File: src/rtl/alu_scheduler.sv
`default_nettype none
// ============================================================================
// Module   : alu_scheduler
// Brief    : Round-robin arbiter sharing one combinational ALU between two
//            requesters; registered operands, captured result, done pulses.
// Revision : 1.0 - initial release
// ============================================================================
module alu_scheduler #(
    parameter int NBITS_OPERADORES = 2,
    parameter int NBITS_F          = 3,
    parameter int NBITS_RESULTADO  = 2
) (
    input  logic                        clk_2,
    input  logic                        reset,
    input  logic                        req0,
    input  logic                        req1,
    input  logic [NBITS_OPERADORES-1:0] a0,
    input  logic [NBITS_OPERADORES-1:0] b0,
    input  logic [NBITS_F-1:0]          f0,
    input  logic [NBITS_OPERADORES-1:0] a1,
    input  logic [NBITS_OPERADORES-1:0] b1,
    input  logic [NBITS_F-1:0]          f1,
    output logic                        gnt0,
    output logic                        gnt1,
    output logic [NBITS_OPERADORES-1:0] alu_a,
    output logic [NBITS_OPERADORES-1:0] alu_b,
    output logic [NBITS_F-1:0]          alu_f,
    input  logic [NBITS_RESULTADO-1:0]  alu_y,
    output logic [NBITS_RESULTADO-1:0]  y,
    output logic                        done0,
    output logic                        done1,
    output logic                        err,
    output logic                        busy
);

    localparam logic [NBITS_F-1:0] F_UNSUP = NBITS_F'(3);

    typedef enum logic [1:0] {
        IDLE = 2'd0,
        EXEC = 2'd1,
        DONE = 2'd2
    } state_t;

    state_t state;
    state_t state_nx;

    logic                        last;
    logic                        owner;
    logic                        unsup;
    logic                        take0;
    logic                        take1;
    logic                        fin;
    logic [NBITS_OPERADORES-1:0] sel_a;
    logic [NBITS_OPERADORES-1:0] sel_b;
    logic [NBITS_F-1:0]          sel_f;

    always_comb begin
        state_nx = state;
        take0    = 1'b0;
        take1    = 1'b0;
        fin      = 1'b0;
        case (state)
            IDLE: begin
                // Ties go to the requester that was not granted last.
                take0 = req0 & (~req1 | last);
                take1 = req1 & (~req0 | ~last);
                if (take0 | take1) begin
                    state_nx = EXEC;
                end
            end
            EXEC: begin
                fin      = 1'b1;
                state_nx = DONE;
            end
            DONE: begin
                state_nx = IDLE;
            end
            default: begin
                state_nx = IDLE;
            end
        endcase
    end

    assign sel_a = take1 ? a1 : a0;
    assign sel_b = take1 ? b1 : b0;
    assign sel_f = take1 ? f1 : f0;
    assign busy  = (state != IDLE);

    always_ff @(posedge clk_2) begin
        if (reset) begin
            state <= IDLE;
            last  <= 1'b1;
            owner <= 1'b0;
            unsup <= 1'b0;
            gnt0  <= 1'b0;
            gnt1  <= 1'b0;
            done0 <= 1'b0;
            done1 <= 1'b0;
            err   <= 1'b0;
            alu_a <= '0;
            alu_b <= '0;
            alu_f <= '0;
            y     <= '0;
        end else begin
            state <= state_nx;
            gnt0  <= take0;
            gnt1  <= take1;
            done0 <= fin & ~owner;
            done1 <= fin & owner;
            err   <= fin & unsup;
            if (take0 | take1) begin
                last  <= take1;
                owner <= take1;
                alu_a <= sel_a;
                alu_b <= sel_b;
                // The unsupported code is accepted but never reaches the ALU.
                alu_f <= (sel_f == F_UNSUP) ? '0 : sel_f;
                unsup <= (sel_f == F_UNSUP);
            end
            if (fin) begin
                y <= unsup ? '0 : alu_y;
            end
        end
    end

endmodule
`default_nettype wire

File: config.mk
export PLATFORM = sky130hd
export DESIGN_NAME = alu_scheduler
export DESIGN_NICKNAME = d
export VERILOG_FILES = /design/src/rtl/alu_scheduler.sv
export SDC_FILE = /design/constraint.sdc
export NUM_CORES = 1
export LEC_CHECK = 0
export CAP_MARGIN = 20
export CORE_UTILIZATION = 36
export CTS_CLUSTER_DIAMETER = 200
export CTS_CLUSTER_SIZE = 10
export DETAILED_ROUTE_END_ITERATION = 10
export GPL_TIMING_DRIVEN = 0
export PLACE_DENSITY = 0.73
export RECOVER_POWER = 50
export SYNTH_ARGS = -nofsm -noshare
export SYNTH_HDL_FRONTEND = slang
export SYNTH_SLANG_ARGS = --single-unit
File: constraint.sdc
create_clock -name clk_2 -period 1.4 [get_ports clk_2]
set_input_delay 0.14 -clock clk_2 [delete_from_list [all_inputs] [get_ports clk_2]]
set_output_delay 0.14 -clock clk_2 [all_outputs]
set_load 0.01 [all_outputs]
==> summary.txt, run 1 <==
IO buf count: 33
Max VDD drop: 0.582 mV
Ys Warns: 0
Fraction of synthesized area in multiplexers: 0%
Worst hold path class: input pin to flop
Compound-Gate Fraction of Synth Area: 22.9%
CTS buffer count: 3
Die height: 48.9 um
CP required: 1.63 ns
Status: finished with violations
Maximum achievable frequency: 650 MHz
Layout Nets: 150
Longest Clk Path Bufs: 2
Post-Synth Adder-Cell Area: 0%
Kind of critical path: flop to flop
Final wirelength: 2090 um
CTS tree: yes
H-tree depth: 1
Simple-gate portion of the synthesized area: 24.1%
Post-layout util: 62.4%
Die X: 48.9 um
Vias in the first global route: 757
Clock Power Share: 23.5%
Fraction of layout cells with a size suffix above 1: 20.2%
Antenna Cells: 0
RSZ-0062 raised after global routing: yes
CP max-delay cell: or4_4
Internal Dissipation: 0.893 mW
Vias: 805
Die area: 2400 sq um
Failing checks: negative setup slack
Sequential power share: 48.9%
Fin. Hold Viols: 0
Worst clock skew: 0.00858 ns
Cts hold-fix bufs: 0
CP bufs+invs: 0
Initial antenna violation count: 0
Yosys cell types: 25
Min Tclk post-route: 1.54 ns
Leak: 0.440 nW
Synthesis-stage register bit count: 19
Pwr Density: 1000 nW/um^2
R2r setup slk: -0.14 ns
Vias per inst: 5.16
Area taken by multi-input logic gates: 423 sq um
Clk slew on worst S/H paths: 0.12 ns
Final worst setup slack: -0.139 ns
CTS sink cnt: 19
Switching share of power: 29.3%
WL/cell: 13.4 um
Final period util: 110%
Post-route ant nets: 0
Area grow syn2layout: 59.0%
Largest family of logic cells by synthesized area: simple AND/OR/NAND/NOR gates
Setup TNS: -0.428 ns
First drt pass iteration count: 4
Rel. slew slack: 65.3%
Core Region: 2020 sq um
Final setup fails: 6
Synth Instances: 90
Critical-path cell list: or3b_4 > or4_4 > a311oi_2
MaxCap Viol Count: 0
Post-synthesis sequential area ratio: 47.9%
Largest net degree at the start of global routing: 13
Crit-path max FO: 4
CP startpoint kind: flop
1st-iter DRT viols: 12
Synth Area in XOR/XNOR: 0%
Worst EP arrival: 1.77 ns
Crit. End Element: flop
Initial Util: 39.2%
Total global-route track usage: 18.7%
Num ports: 35
Synthesized cell area: 793 sq um
Final GP Congestion: 0.775
Latest clock arrival within the worst-skew pair: 0.30 ns
Critical path's largest stage delay: 0.52 ns
Slew Viols, Final: 0
Worst-margin pin slew: 0.521 ns
Gate power share: 27.6%
Num rows: 16
Sw Pwr: 0.370 mW
Synthesized Nets: 110
Syn_area_per_cell: 8.81 sq um
Root buffer cell: clkbuf_4
Total grt overflow: 0
FILL cells: 180
HPWL Detailed: 1490 um
Delay-heaviest family, CP: simple AND/OR/NAND/NOR gates
First-pass GRT wire length: 3420 um
Residual DRC: 0
Area occupied by registers: 384 sq um
[cells by family after synthesis]
logic type / count (synthesis)
simple gates: 34
compound gates: 27
flops: 19
buf+inv: 10
[path summary, 6_finish.rpt]
path                          from                     to  depth (start not counted)
max          state[1]$_SDFFE_PP0P_  alu_f[1]$_SDFFE_PP0P_                          3
min                          reset  alu_f[1]$_SDFFE_PP0P_                          2
max reg2reg  state[1]$_SDFFE_PP0P_  alu_f[1]$_SDFFE_PP0P_                          3
min reg2reg     owner$_SDFFE_PP0P_       done0$_SDFF_PP0_                          1
[repair_timing]
item	CTS	global route
buffers inserted	1	2
endpoints found under the setup margin	11	10
pin swaps	0	0
resized for setup	12	11
[power by group through the flow]
stage / combinational [mW] / clock, mW / sequential, mW
CTS: 0.320 / 0.307 / 0.617
global placement: 0.313 / 0 / 0.624
global route: 0.377 / 0.330 / 0.624
finish: 0.348 / 0.297 / 0.618
detailed placement: 0.316 / 0 / 0.627
floorplan: 0.138 / 0 / 0.639
[placed cells by master (no fill, tap or decap), types with 3 or more instances in the layout]
master,instances
a21oi_1,5
a311oi_1,5
a311oi_2,4
buf_4,3
clkbuf_1,3
clkbuf_4,3
clkdlybuf4s50_1,32
dfxtp_1,16
dfxtp_2,3
nand2_1,4
nand2b_1,4
nand3_1,5
nor2_1,3
nor3_1,6
o21ai_0,6
[sequential cells by signal, summed over array words and instances (netlist names)]
name	cells
y	2
alu_a	2
unsup	1
done1	1
done0	1
alu_f	3
state	2
gnt1	1
alu_b	2
gnt0	1
err	1
owner	1
last	1
[synth_stat cells]
master | number | share of area (%)
a21oi_1 | 5 | 3.2
o2111ai_1 | 1 | 1.1
nor3_1 | 6 | 3.8
a211o_1 | 1 | 1.1
dfxtp_1 | 19 | 48
clkbuf_1 | 4 | 1.9
or3b_2 | 2 | 2.2
a211oi_1 | 2 | 1.9
a311oi_1 | 9 | 9.9
nand2_1 | 4 | 1.9
or2_2 | 2 | 1.6
buf_2 | 2 | 1.3
nor2b_1 | 2 | 1.6
o21ai_0 | 9 | 5.7
or3b_1 | 1 | 1.1
clkinv_1 | 1 | 0.47
nand3_1 | 5 | 3.2
inv_1 | 2 | 0.95
nor2_1 | 3 | 1.4
nor3b_1 | 1 | 0.95
nand2b_1 | 4 | 3.2
buf_1 | 1 | 0.47
and2_1 | 2 | 1.6
or4_1 | 1 | 0.95
nand4_1 | 1 | 0.79
[cell type report]
type	instances	area share (%)
sequential	19	30.5
buffer	6	2.48
clock inverter	1	0.595
tap	27	2.68
timing repair buffer	36	27.6
inverter	3	0.893
clock buffer	3	1.79
multi-input combinational	61	33.5
[per-stage QoR]
stage	instances	power [mW]	instance area (sq um)	setup WS, ns	hold WS [ns]
floorplan	90	0.778	805	-0.0533	0.319
global placement	150	0.937	1170	-0.615	0.429
detailed placement	150	0.943	1170	-0.573	0.437
CTS	154	1.24	1220	-0.168	0.242
global route	156	1.33	1260	-0.173	0.281
finish	156	1.26	1260	-0.139	0.281
[layer usage]
layer | up-vias | GRT usage, % | routed length [um]
met4 | 0 | 7.35 | 31
met1 | 372 | 24.8 | 997
met5 | - | 0 | 0
li1 | 411 | - | -
met2 | 18 | 30.6 | 990
met3 | 4 | 2.49 | 68
Note: power is estimated with default switching activity, not from simulation.
==> run 2, diff against run 1 <==
SKIP_CTS_REPAIR_TIMING = 1   (was not set)
==> run 2 against run 1 <==
  * The run still ends with negative setup slack left
  * Non-clock buffer count up 3
  * Worst hold slack worse by 0.016 ns
  * Core utilization up 2.8 points
  * Die area unchanged
  * Via count up 5.3%
  * Clock-buffer cell count unchanged
  * Critical path type unchanged
  * Critical endpoint is now alu_f[2]$_SDFFE_PP0P_
==> summary.txt, run 2 (synthesized netlist as in run 1, its figures left out) <==
Status: finished with violations
Failing checks: negative setup slack
Reg with most FFs: alu_f
Fin. Hold Viols: 0 (unchanged)
Setup TNS: -0.781 ns (-0.353 ns)
Final worst setup slack: -0.154 ns (-0.0146 ns)
Worst-margin pin slew: 0.569 ns (+0.0480 ns)
Vias: 848 (+5.3%)
Worst hold path class: input pin to flop
Cell Area, Placed: 1170 sq um (unchanged)
CTS buffer count: 3 (unchanged)
Crit-path max FO: 5 (+1)
Grt met2 use: 29.4% (-1.2 points)
Antenna Cells: 0 (unchanged)
1st-iter DRT viols: 27 (+15)
Total global-route track usage: 18.4% (-0.28 points)
Crit. End Element: flop
MaxCap Viol Count: 0 (unchanged)
Vias in the first global route: 748 (-1.2%)
Root buffer cell: clkbuf_4
Fraction of layout cells with a size suffix above 1: 20.5% (+0.30 points)
Largest net degree at the start of global routing: 13 (unchanged)
Critical path's largest stage delay: 0.38 ns (-0.14 ns)
Initial antenna violation count: 0 (unchanged)
Initial Util: 39.2% (unchanged)
Vias per inst: 5.33 (+3.4%)
Max FFs per register: 3 (unchanged)
Num ports: 35 (unchanged)
Worst clock skew: 0.00864 ns (+0.0000673 ns)
Max VDD drop: 0.510 mV (-12%)
CTS tree: yes
First-pass GRT wire length: 3370 um (-1.4%)
CP startpoint kind: flop
Core Region: 2020 sq um (unchanged)
Critical-path cell list: a211o_1 > buf_6 > or2_4 > buf_8 > a311oi_2
Final Cell Area: 1320 sq um (+4.6%)
Maximum achievable frequency: 644 MHz (-0.94%)
WL/cell: 13.9 um (+3.8%)
First drt pass iteration count: 4 (unchanged)
Num rows: 16 (unchanged)
Area grow syn2layout: 66.2%
Busiest grt layer: met2
Leak: 0.479 nW (+9.0%)
HPWL Detailed: 1490 um (unchanged)
CTS sink cnt: 19 (unchanged)
Die area: 2400 sq um (unchanged)
Layout Nets: 153 (+2.0%)
Final setup fails: 10 (+4)
Latest clock arrival within the worst-skew pair: 0.31 ns (about the same)
Final Total Pwr: 1.31 mW (+3.5%)
Final period util: 111% (+1.0 points)
Die X: 48.9 um (unchanged)
Longest Clk Path Bufs: 2 (unchanged)
Kind of critical path: flop to flop
IO buf count: 33 (unchanged)
Setup WS pre-CTS: -0.573 ns (unchanged)
Final wirelength: 2210 um (+5.7%)
Slew Viols, Final: 0 (unchanged)
CP max-delay cell: dfxtp_4
Clk slew on worst S/H paths: 0.12 ns (about the same)
Post-route ant nets: 0 (unchanged)
Pwr Density: 991 nW/um^2 (-1.1%)
Area taken by multi-input logic gates: 417 sq um (-1.5%)
Commonest non-fill, non-tap cells in the layout: 32 x clkdlybuf4s50_1, 17 x dfxtp_1, 6 x o21ai_0, 6 x nor3_1, 6 x a311oi_1
Met3 GRT Util: 2.49% (unchanged)
Final GP Congestion: 0.775 (unchanged)
FILL cells: 171 (-5.0%)
Worst EP arrival: 1.77 ns (about the same)
H-tree depth: 1 (unchanged)
Hold WS: 0.264 ns (-0.0161 ns)
Residual DRC: 0 (unchanged)
GRT met1 Usage: 25.0% (+0.15 points)
Reg2reg path depth: 5 (+2)
Total grt overflow: 0 (unchanged)
CP required: 1.62 ns (about the same)
Area occupied by registers: 385 sq um (+0.33%)
Most common cell after layout, fill and taps aside: clkdlybuf4s50_1
Final cell count without fillers: 159 (+1.9%)
Min Tclk post-route: 1.55 ns (+0.0146 ns)
Post-layout util: 65.2% (+2.8 points)
Placed cells: 150 (unchanged)
Hold Crit Depth: 2 (unchanged)
Die height: 48.9 um (unchanged)
RSZ-0062 raised after global routing: yes
Rel. slew slack: 62.1% (-3.2 points)
run 2: changes by cell type in the layout (fill, tap and decap cells not counted), sizes merged:
| cell | change |
|---|---|
| clkbuf | +2 |
| dlymetal6s2s | +1 |
run 2: layout make-up:
| cell class | instances | share of cell area [%] |
|---|---|---|
| timing repair buffer | 38 | 30.0 |
| buffer | 7 | 3.51 |
| clock inverter | 1 | 0.569 |
| sequential | 19 | 29.2 |
| clock buffer | 3 | 1.71 |
| multi-input combinational | 61 | 31.6 |
| tap | 27 | 2.56 |
| inverter | 3 | 0.854 |
run 2: worst paths after layout:
kind / startpoint / to / slack [ns]
setup / recovery: state[0]$_SDFFE_PP0P_ / alu_f[2]$_SDFFE_PP0P_ / -0.15
setup reg to reg: state[0]$_SDFFE_PP0P_ / alu_f[2]$_SDFFE_PP0P_ / -0.15
hold reg to reg: y[1]$_SDFFE_PP0N_ / y[1]$_SDFFE_PP0N_ / 0.47
hold / removal: reset / alu_f[1]$_SDFFE_PP0P_ / 0.26
run 2: layer usage:
| metal | share of wire, % | routed length [um] |
|---|---|---|
| met1 | 44 | 968 |
| met5 | 0 | 0 |
| met2 | 50 | 1100 |
| met4 | 1.2 | 26 |
| met3 | 5.1 | 112 |
run 2: critical path: cells and delay by family, from the launching register on:
kind	cells	cell delay, ns
and+or+nand+nor	1	0.26
AOI/OAI and AO/OA	2	0.55
DFF	1	0.38
buffers and inverters	2	0.27
run 2: where the power goes:
part	internal [mW]	switching, mW
combinational	0.224	0.165
clock	0.109	0.192
sequential	0.589	0.0271
total	0.922	0.384
==> run 3, diff against run 2 <==
ABC_CLOCK_PERIOD_IN_PS = 1400   (was not set)
SETUP_SLACK_MARGIN = 0.4   (was not set)
==> run 3 against run 2 <==
  * The flow still finishes with violations (negative setup slack)
  * Via count grew 2.9%
  * Sequential power is essentially flat
  * Setup slack gained 0.016 ns
  * Fmax grew 1.1%
  * Clock-buffer cell count is the same
  * Largest power group unchanged
  * First-iteration DRC count grew 7.4%
  * Clock skew shrank 0.0044 ns
  * Final cell count grew 3.1%
==> summary.txt, run 3 (synthesized netlist as in run 1, its figures left out) <==
Final Total Pwr: 1.33 mW (+1.6%)
CTS sink cnt: 19 (unchanged)
FILL cells: 163 (-4.7%)
Pwr Density: 952 nW/um^2 (-3.8%)
Longest Clk Path Bufs: 2 (unchanged)
Fin. Hold Viols: 0 (unchanged)
Slew Viols, Final: 0 (unchanged)
Maximum achievable frequency: 650 MHz (+1.1%)
Critical-path cell list: or3b_1 > or4_1 > a311oi_1
Num rows: 16 (unchanged)
Root buffer cell: clkbuf_4
Layout Nets: 158 (+3.3%)
R2r setup slk: -0.14 ns (+0.02 ns)
Core Region: 2020 sq um (unchanged)
Worst-margin pin slew: 0.715 ns (+0.146 ns)
Largest net degree at the start of global routing: 13 (unchanged)
FF-to-FF End: alu_f[1]$_SDFFE_PP0P_
Area occupied by registers: 390 sq um (+1.3%)
Sequential power share: 46.5% (-0.7 points)
Busiest grt layer: met2
R2R Path Start: state[1]$_SDFFE_PP0P_
Met3 GRT Util: 4.36% (+1.9 points)
Kind of critical path: flop to flop
Final GP Congestion: 0.779 (+0.59%)
Die area: 2400 sq um (unchanged)
Vias: 873 (+2.9%)
Area taken by multi-input logic gates: 439 sq um (+5.4%)
Setup TNS: -0.937 ns (-0.156 ns)
Vias per inst: 5.32 (-0.19%)
First-pass GRT wire length: 3370 um (unchanged)
Leak: 0.557 nW (+16%)
Crit. End Element: flop
Max VDD drop: 0.700 mV (+37%)
Sw Pwr: 0.391 mW (+1.9%)
Fraction of layout cells with a size suffix above 1: 27.0% (+6.6 points)
Grt met2 use: 30.8% (+1.4 points)
Area grow syn2layout: 75.7%
Most common cell after layout, fill and taps aside: clkdlybuf4s50_1
Hold EP: alu_f[2]$_SDFFE_PP0P_
Crit-path max FO: 3 (-2)
CP required: 1.63 ns (about the same)
Rel. slew slack: 52.3% (-9.8 points)
Switching share of power: 29.5% (+0.084 points)
Latest clock arrival within the worst-skew pair: 0.31 ns (about the same)
Initial antenna violation count: 0 (unchanged)
CP startpoint kind: flop
Commonest non-fill, non-tap cells in the layout: 18 x clkdlybuf4s50_1, 15 x dfxtp_1, 10 x clkdlybuf4s25_1
CTS tree: yes
Final period util: 110% (-1.2 points)
Worst EP arrival: 1.77 ns (about the same)
Post-route ant nets: 0 (unchanged)
Worst clock skew: 0.00429 ns (-0.00436 ns)
Total global-route track usage: 18.4% (-0.048 points)
Max FFs per register: 3 (unchanged)
IO buf count: 33 (unchanged)
CP max-delay cell: or4_1
Final wirelength: 2260 um (+2.2%)
GRT met1 Usage: 21.9% (-3.1 points)
WL/cell: 13.8 um (-0.90%)
Vias in the first global route: 772 (+3.2%)
Residual DRC: 0 (unchanged)
RSZ-0062 raised after global routing: yes
Final Cell Area: 1390 sq um (+5.7%)
Antenna Cells: 0 (unchanged)
Setup WS pre-CTS: -0.622 ns (-0.0492 ns)
MaxCap Viol Count: 0 (unchanged)
Worst hold path class: input pin to flop
Hold Crit Depth: 2 (unchanged)
Clock Power Share: 22.2% (-0.8 points)
H-tree depth: 1 (unchanged)
Final worst setup slack: -0.138 ns (+0.0163 ns)
Clk slew on worst S/H paths: 0.12 ns (about the same)
Post-layout util: 68.9% (+3.7 points)
CTS buffer count: 3 (unchanged)
Initial Util: 39.2% (unchanged)
Die height: 48.9 um (unchanged)
Num ports: 35 (unchanged)
Status: finished with violations
Die X: 48.9 um (unchanged)
Gate power share: 31.3% (+1.5 points)
Min Tclk post-route: 1.54 ns (-0.0163 ns)
1st-iter DRT viols: 29 (+7.4%)
Final setup fails: 12 (+2)
Critical path's largest stage delay: 0.50 ns (+0.12 ns)
Failing checks: negative setup slack
Reg2reg path depth: 3 (-2)
Reg with most FFs: alu_f
HPWL Detailed: 1430 um (-4.2%)
Cell Area, Placed: 1170 sq um (+0.43%)
First drt pass iteration count: 4 (unchanged)
Hold Startpoint: reset
Internal Dissipation: 0.936 mW (+1.5%)
Total grt overflow: 0 (unchanged)
run 3: how the worst max path moves through the flow:
stage                     depth (start not counted)                     to  slack, ns             startpoint
final                                             3  alu_f[1]$_SDFFE_PP0P_      -0.14  state[1]$_SDFFE_PP0P_
after global routing                              3  alu_f[1]$_SDFFE_PP0P_      -0.21  state[1]$_SDFFE_PP0P_
after CTS                                         3  alu_f[0]$_SDFFE_PP0P_      -0.34  state[0]$_SDFFE_PP0P_
after detailed placement                          4  alu_f[0]$_SDFFE_PP0P_      -0.62                   req0
after global placement                            4  alu_f[0]$_SDFFE_PP0P_      -0.61                   req0
after floorplan                                   3  alu_f[1]$_SDFFE_PP0P_      -0.05  state[1]$_SDFFE_PP0P_
run 3: through the flow:
step,std cells,hold WS (ns)
finish,164,0.273
detailed placement,150,0.439
CTS,154,0.260
floorplan,90,0.309
global route,164,0.276
global placement,150,0.437
run 3: area by class of cell:
type                            count  area share, %
Inverter                            3          0.808
Tap cell                           27           2.42
Timing Repair Buffer               43           31.7
Multi-Input combinational cell     61           31.5
Sequential cell                    19           28.0
Clock inverter                      1          0.539
Buffer                              7           3.41
Clock buffer                        3           1.62
run 3: worst max-delay path: cells and delay by family, from the launching register on:
kind	cells	cell delay, ns
AOI/OAI and AO/OA	1	0.21
DFF	1	0.36
and+or+nand+nor	2	0.89
run 3: power by group through the flow:
stage	combinational, mW	clock [mW]	sequential [mW]
final	0.416	0.295	0.617
after global routing	0.444	0.323	0.623
after CTS	0.321	0.292	0.614
after detailed placement	0.319	0	0.626
after global placement	0.316	0	0.625
after floorplan	0.142	0	0.640
run 3: metal layers:
layer  wire, um  vias up
met5          0        -
met4         43        0
met3        204        4
met2       1110       52
met1        899      392
li1           -      425
